==> src/rtl/graphite_cmd_fifo.sv <==
`default_nettype none
// ============================================================================
// Module   : graphite_cmd_fifo
// Purpose  : CPU-side command queue for the graphite rasterizer. The CPU
//            pushes 32-bit commands over a sel/wr/ack register bus; queued
//            commands are issued to graphite as an AXI-stream master.
// Revision : 1.0 - initial release
// ----------------------------------------------------------------------------
// Ports
//   clk                 in   1   single system/pixel clock
//   reset_i             in   1   synchronous active-high reset
//   sel_i               in   1   bus access strobe, held until ack_o
//   wr_i                in   1   1 = write, 0 = read
//   addr_i              in   2   register index
//   data_i              in   32  write data
//   data_o              out  32  read data, valid while ack_o = 1
//   ack_o               out  1   one-cycle access acknowledge
//   cmd_axis_tvalid_o   out  1   command available
//   cmd_axis_tready_i   in   1   graphite accepts command
//   cmd_axis_tdata_o    out  32  command word (head of queue)
// Registers
//   0 W push / R 0
//   1 R {overflow, 14'b0, full, empty, level[14:0]}
//     W bit0 clears overflow, bit1 flushes (head kept if presented and not popped)
//   2 R pop count / W clear      (GRAPHITE_CMD_FIFO_STATS_EN only, else 0)
//   3 R level high-water / W re-arm (GRAPHITE_CMD_FIFO_STATS_EN only, else 0)
// Build option
//   GRAPHITE_CMD_FIFO_STATS_EN : enables the pop counter and high-water mark.
// ============================================================================
module graphite_cmd_fifo #(
  parameter int DEPTH   = 16,
  parameter int LEVEL_W = $clog2(DEPTH) + 1
) (
  input  logic        clk,
  input  logic        reset_i,
  input  logic        sel_i,
  input  logic        wr_i,
  input  logic [1:0]  addr_i,
  input  logic [31:0] data_i,
  output logic [31:0] data_o,
  output logic        ack_o,
  output logic        cmd_axis_tvalid_o,
  input  logic        cmd_axis_tready_i,
  output logic [31:0] cmd_axis_tdata_o
);

  localparam int                 PTR_W      = $clog2(DEPTH);
  localparam logic [LEVEL_W-1:0] FULL_LEVEL = LEVEL_W'(DEPTH);

  logic [31:0]        mem_q [DEPTH];
  logic [PTR_W-1:0]   rd_ptr_q, rd_ptr_d;
  logic [PTR_W-1:0]   wr_ptr_q, wr_ptr_d;
  logic [LEVEL_W-1:0] level_q, level_d;
  logic               overflow_q, overflow_d;
  logic               ack_q, ack_d;
  logic [31:0]        rdata_q, rdata_d;

  logic        take;
  logic        full;
  logic        empty;
  logic        wr_reg0;
  logic        wr_reg1;
  logic        do_push;
  logic        do_pop;
  logic        do_flush;
  logic [31:0] status_word;
  logic [31:0] rd_mux;

`ifdef GRAPHITE_CMD_FIFO_STATS_EN
  logic [31:0]        pop_cnt_q, pop_cnt_d;
  logic [LEVEL_W-1:0] hwm_q, hwm_d;
  logic               wr_reg2;
  logic               wr_reg3;
`endif

  // --------------------------------------------------------------------------
  // Bus decode and FIFO next-state
  // --------------------------------------------------------------------------
  always_comb begin
    // An access is taken only while no ack is outstanding, so each access
    // produces exactly one side effect.
    take     = sel_i & ~ack_q;
    full     = (level_q == FULL_LEVEL);
    empty    = (level_q == '0);
    do_pop   = ~empty & cmd_axis_tready_i;
    wr_reg0  = take & wr_i & (addr_i == 2'd0);
    wr_reg1  = take & wr_i & (addr_i == 2'd1);
    // Full is judged on the current level: a same-cycle pop does not make room.
    do_push  = wr_reg0 & ~full;
    do_flush = wr_reg1 & data_i[1];

    rd_ptr_d = rd_ptr_q + PTR_W'(do_pop);
    wr_ptr_d = wr_ptr_q + PTR_W'(do_push);
    level_d  = level_q + LEVEL_W'(do_push) - LEVEL_W'(do_pop);

    if (do_flush) begin
      if (!empty && !do_pop) begin
        // Head is on the bus and not yet accepted: keep it, drop the rest.
        level_d  = LEVEL_W'(1);
        wr_ptr_d = rd_ptr_q + PTR_W'(1);
      end else begin
        level_d  = '0;
        wr_ptr_d = rd_ptr_d;
      end
    end

    overflow_d = overflow_q;
    if (wr_reg0 && full) begin
      overflow_d = 1'b1;
    end else if (wr_reg1 && data_i[0]) begin
      overflow_d = 1'b0;
    end

`ifdef GRAPHITE_CMD_FIFO_STATS_EN
    wr_reg2   = take & wr_i & (addr_i == 2'd2);
    wr_reg3   = take & wr_i & (addr_i == 2'd3);
    pop_cnt_d = wr_reg2 ? 32'(do_pop) : pop_cnt_q + 32'(do_pop);
    if (wr_reg3) begin
      hwm_d = level_q;
    end else if (level_d > hwm_q) begin
      hwm_d = level_d;
    end else begin
      hwm_d = hwm_q;
    end
`endif

    status_word = {overflow_q, 14'b0, full, empty, 15'(level_q)};

    rd_mux = 32'd0;
    case (addr_i)
      2'd1:    rd_mux = status_word;
`ifdef GRAPHITE_CMD_FIFO_STATS_EN
      2'd2:    rd_mux = pop_cnt_q;
      2'd3:    rd_mux = 32'(hwm_q);
`endif
      default: rd_mux = 32'd0;
    endcase

    rdata_d = (take && !wr_i) ? rd_mux : 32'd0;
    ack_d   = take;
  end

  // --------------------------------------------------------------------------
  // State registers
  // --------------------------------------------------------------------------
  always_ff @(posedge clk) begin
    if (reset_i) begin
      rd_ptr_q   <= '0;
      wr_ptr_q   <= '0;
      level_q    <= '0;
      overflow_q <= 1'b0;
      ack_q      <= 1'b0;
      rdata_q    <= 32'd0;
`ifdef GRAPHITE_CMD_FIFO_STATS_EN
      pop_cnt_q  <= 32'd0;
      hwm_q      <= '0;
`endif
    end else begin
      rd_ptr_q   <= rd_ptr_d;
      wr_ptr_q   <= wr_ptr_d;
      level_q    <= level_d;
      overflow_q <= overflow_d;
      ack_q      <= ack_d;
      rdata_q    <= rdata_d;
`ifdef GRAPHITE_CMD_FIFO_STATS_EN
      pop_cnt_q  <= pop_cnt_d;
      hwm_q      <= hwm_d;
`endif
    end
  end

  // Storage needs no reset: entries are only observable through level_q.
  // A push never targets the head slot (refused when full), so the word
  // on the bus cannot change while it is stalled.
  always_ff @(posedge clk) begin
    if (do_push) begin
      mem_q[wr_ptr_q] <= data_i;
    end
  end

  assign ack_o             = ack_q;
  assign data_o            = rdata_q;
  assign cmd_axis_tvalid_o = ~empty;
  assign cmd_axis_tdata_o  = empty ? 32'd0 : mem_q[rd_ptr_q];

endmodule
`default_nettype wire

==> config.mk <==
export PLATFORM = sky130hd
export DESIGN_NAME = graphite_cmd_fifo
export DESIGN_NICKNAME = d
export VERILOG_FILES = /design/src/rtl/graphite_cmd_fifo.sv
export SDC_FILE = /design/constraint.sdc
export NUM_CORES = 1
export LEC_CHECK = 0
export ABC_AREA = 0
export BUFFER_PORTS_ARGS = -buffer_cell sky130_fd_sc_hd__buf_2
export CAP_MARGIN = 40
export CORE_ASPECT_RATIO = 0.8
export CORE_MARGIN = 3
export CORE_UTILIZATION = 60
export DETAILED_ROUTE_END_ITERATION = 8
export PLACE_DENSITY_LB_ADDON = 0.3
export SETUP_SLACK_MARGIN = 0.1
export SYNTH_ARGS = -nofsm -noshare
export SYNTH_HDL_FRONTEND = slang
export SYNTH_SLANG_ARGS = --single-unit
==> constraint.sdc <==
create_clock -name clk -period 7.4 [get_ports clk]
set_input_delay 0.74 -clock clk [delete_from_list [all_inputs] [get_ports clk]]
set_output_delay 0.74 -clock clk [all_outputs]
set_load 0.01 [all_outputs]
# After elaboration in Yosys (flattened, before gate mapping)
# Memories as Yosys holds them, arrays and structs flattened. A register that Yosys moved wholly into a read port is not among the register bits.
# Cells that the tools add are included.
[op_classes]
add_sub_neg = 5
n_mul = 0
n_div = 0
order_cmp = 0
eq_ne = 2
n_shift = 0
n_mux = 10
bitwise = 12
reduce_logical = 12
[ops]
columns = ["cell", "n"]
rows = [
  ["32-bit 2-to-1 mux", 1],
  ["4-bit 2-to-1 mux", 3],
  ["4-bit by 1-bit adder with 4-bit output", 2],
  ["1-bit bitwise AND", 7],
  ["5-bit by 1-bit adder with 5-bit output", 1],
  ["5-bit equality test (second input constant)", 1],
  ["5-bit zero test", 1],
  ["1-bit 2-to-1 mux", 5],
  ["5-bit 2-to-1 mux", 1],
  ["1-bit inverter", 5],
  ["5-bit by 1-bit subtractor with 5-bit output", 1],
  ["4-bit by 1-bit adder with 4-bit output (second input constant)", 1],
  ["1-bit logical AND", 4],
  ["1-bit zero test", 3],
  ["3-bit OR reduction", 1],
  ["2-bit by 1-bit equality test with 1-bit output (second input constant)", 1],
  ["2-bit zero test", 1],
  ["2-bit nonzero test", 1],
  ["2-bit OR reduction", 1],
]
[totals]
register_bits = 47
latch_bits = 0
mem_bits_rw = 512
rom_bits = 0
out_inout_bits = 66
mem_count = 1
[mem_list]
columns = ["memory", "depth", "width", "rd", "rd_ports_with_merged_regs", "write_ports", "line", "rtl"]
rows = [
  ["mem_q", 16, 32, 1, 1, 1, "50", "logic [31:0] mem_q [DEPTH];"],
]

# Longest topological paths before layout
[logic_depth]
ltp_word = 8
depth_mapped = 13

# Least setup slack after synthesis
# OpenSTA, ideal clock, no wires.
[synth_path]
kind = "input to register"
startpoint = "input wr_i"
endpoint = "memory mem_q[1][0] (enable)"
t_arrival_ps = 4552
t_required_ps = 6899
path_slack_ps = 2347
path_stages = 4
cell_sequence = "clkbuf_1 > and4bb_2 > nand2_1 > nor4_1"
[synth_via]
elab_chain_len = 5
[synth_lines]
columns = ["item", "line", "rtl"]
rows = [
  ["start: declaration", "37", "input logic wr_i,"],
  ["1-bit bitwise AND (2 in series)", "86", "wr_reg0 = take & wr_i & (addr_i == 2'd0);"],
  ["1-bit bitwise AND", "89", "do_push = wr_reg0 & ~full;"],
  ["1-bit 2-to-1 mux", "176", "if (do_push) begin"],
  ["1-bit 2-to-1 mux (not written as such)", "177", "mem_q[wr_ptr_q] <= data_i;"],
  ["end: declaration", "50", ""],
]
# Every way passes these cells.

==> results.py <==
metrics = {
    "clock_tree": {
        "path_clk_slew_ps": 60,
        "cts_buffers": 49,
        "post_cts_buffers": 0,
        "cts_sinks": 535,
        "cts-root-buf": "clkbuf_16",
        "cts_buffer_depth": 3,
        "clkLatencyLatePin_ps": 570,
        "tritoncts": "yes",
        "cts_resized": 0,
        "cts_max_level": 2,
        "hold_buffers": 0,
    },
    "floorplanning": {
        "initial_utilization_pct": 62.04,
        "num_io_pins": 105,
        "die_area_sq_mm": 0.03655,
        "die_x_um": 213.0,
        "num_rows": 59,
        "core_sq_mm": 0.03315,
        "chipHeight_um": 171.6,
    },
    "global_route": {
        "grt_overflow": 0,
        "track_usage_pct": 23.50,
        "met1_usage_pct": 34.70,
        "grt_util_met3_pct": 4.449,
        "grt-busiest-layer": "met2",
        "grt_max_degree": 56,
        "grt_pass1_wl_mm": 62.78,
        "grt_pass1_vias": 9847,
        "antenna_found_initial": 3,
        "grt_use_met2_pct": 37.40,
    },
    "outcome": {
        "outcome": "completed",
    },
    "route": {
        "ant_nets": 0,
        "drc": 0,
        "wl_per_cell_um": 27.55,
        "dr.pass1.iters": 5,
        "vias": 9744,
        "drt-total-wl_mm": 41.60,
        "dr.first_iter.drc_count": 1142,
        "vias_per_cell": 6.453,
    },
    "power_and_ir_drop": {
        "vdd_drop_max_mv": 0.2777,
        "p_leak_nw": 7.468,
        "power-per-cell-area_mw_per_mm2": 310.1,
    },
    "sta": {
        "finalCriticalPeriod_ps": 4073,
        "drv_slew": 0,
        "rsz0062_at_grt": "no",
        "skew_ps": 12.92,
        "period_share_pct": 55.04,
        "hold_viol": 0,
        "tightestPinTransition_ps": 808.1,
        "max_clock_freq_ghz": 0.2455,
        "relSlewSlack_pct": 46.13,
        "setup_tns_ps": 0,
        "setup_viol": 0,
    },
    "setup_path": {
        "reg2reg_to": "level_q[4]",
        "worstSetupPathType": "reg -> out",
        "rrSetupSlack_ps": 4380,
        "critPathMaxFanout": 37,
        "arrival_ps": 3330,
        "slowest_delay_ps": 840,
        "timing.rr.start": "level_q[2]",
        "required_ps": 6660,
        "end_kind": "output pin",
        "critPathSlowestCell": "dfxtp_4",
        "cp_num_buf_inv": 2,
        "cp-start-kind": "register",
        "crit_path_cell_trace": "buf_4, mux4_2, a221o_1, buf_2",
        "path_depth": 4,
        "reg2reg_depth": 14,
        "path_delay_family": "buffers and inverters",
    },
    "placed_design": {
        "gp_congestion": 0.7423,
        "io_buffers": 80,
        "dpl.cell_count": 1419,
        "dp_hpwl_mm": 22.35,
    },
    "synthesis": {
        "ys_top_cells_by_area": "edfxtp_1 (75%), mux4_2 (14%), dfxtp_1 (2.2%), a221o_1 (1.6%), a22o_1 (1.4%)",
        "yosys_register_bits": 535,
        "synth_flop_cell": "edfxtp_1",
        "syn_area_sq_mm": 0.02056,
        "ys_seq_area_share_pct": 77.00,
        "async_flop_share_pct": 0,
        "netlist_instances": 925,
        "yosys.area.top_type": "edfxtp_1",
        "synth.avg_cell_area_sq_um": 22.23,
        "yosysWarnings": 0,
        "synth_edf_count": 512,
        "yosysUniqueCellTypes": 45,
        "synth.top_cell.area_share_pct": 74.76,
    },
    "hold_path": {
        "hp-start": "sel_i",
        "holdPathEnd": "ack_o",
        "whs_path_depth": 2,
        "hp-class": "in -> reg",
    },
    "cells_and_area": {
        "fin_nets": 1093,
        "final_cell_mix": "edfxtp_1 (512), mux4_2 (128), buf_2 (80), clkbuf_16 (50), buf_4 (40)",
        "final_common_cell": "edfxtp_1",
        "drive_above_1_share_pct": 32.26,
        "syn_to_final_growth_pct": 12.95,
        "final_cell_count_no_fill": 1510,
        "fillers": 1914,
    },
    "flow_run": {
        "maxCapViolCount": 0,
    },
}
==> metrics by stage <==
stage	hold slack (ps)	utilization [%]	power (mW)	cell area (sq um)	setup slack [ps]
floorplan	454.5	-	4.338	20650	2347
global placement	449.3	64.96	4.704	21530	3768
detailed placement	464.6	65.11	4.724	21580	3799
CTS	438.6	70.05	7.266	23220	3192
global route	456.5	70.08	7.467	23230	3061
finish	460.7	70.08	7.203	23230	3327
==> cells in the mapped netlist, drive strengths merged, types with 2 or more instances <==
library cell / number
edfxtp: 512
mux4: 128
buf: 50
a221o: 32
a22o: 32
clkbuf: 26
dfxtp: 23
nor3: 13
nand2: 12
nor2: 12
nor4: 12
ha: 9
inv: 8
a21oi: 6
xor2: 6
and2: 4
nand2b: 4
xnor2: 4
and3: 3
nand3: 3
nor2b: 3
o21ai: 3
a2111oi: 2
nor3b: 2
nor4b: 2
==> registers in the layout (all words and copies together), names as in the netlist <==
name,flops
overflow_q,1
level_q,5
mem_q,512
rd_ptr_q,4
wr_ptr_q,4
data_o,8
ack_o,1
==> per-layer routing <==
layer	vias up	part of all wire, %
met5	-	0.065
met4	4	1.8
met3	64	8.2
met2	449	49
met1	5105	41
li1	4122	-
==> power breakdown <==
| part | leakage (nW) | internal [mW] | switching (mW) |
|---|---|---|---|
| registers | 4.79 | 3.34 | 0.0910 |
| logic | 1.87 | 0.606 | 0.615 |
| clock network | 0.805 | 1.49 | 1.06 |
| total | 7.47 | 5.44 | 1.77 |
==> final cells by class <==
class                      instances  area, sq um  share of cell area (%)
sequential                       535        15850                   68.22
multi-input combinational        329         4449                   19.15
clock buffer                      59         1285                   5.532
timing repair buffer             121        728.2                   3.135
tap                              427        534.3                   2.300
clock inverter                    30        352.8                   1.519
inverter                           8        30.03                  0.1293
antenna                            1        2.502                 0.01077
==> cells by family (layout without fill, tap and decap cells) <==
| group | count (synthesis) | count (layout) | share of synthesized area (%) |
|---|---|---|---|
| DFF | 535 | 535 | 77.00 |
| buffers and inverters | 84 | 218 | 2.306 |
| adders and majority gates | 10 | 10 | 0.6449 |
| AOI/OAI and AO/OA | 80 | 80 | 3.419 |
| and+or+nand+nor | 77 | 77 | 2.166 |
| xor gates and xnor gates | 10 | 10 | 0.4259 |
| other | 1 | 25 | 0.01824 |
| muxes | 128 | 128 | 14.02 |
==> worst max path at each step <==
| stage | from | slack, ps | endpoint |
|---|---|---|---|
| detailed placement | rd_ptr_q[0] | 3800 | cmd_axis_tdata_o[31] |
| global route | rd_ptr_q[0] | 3060 | cmd_axis_tdata_o[31] |
| CTS | rd_ptr_q[0] | 3190 | cmd_axis_tdata_o[31] |
| floorplan | wr_i | 2350 | mem_q[1][0] |
| global placement | rd_ptr_q[1] | 3770 | cmd_axis_tdata_o[31] |
| finish | rd_ptr_q[0] | 3330 | cmd_axis_tdata_o[31] |
Power figures use the tool's default switching activity.
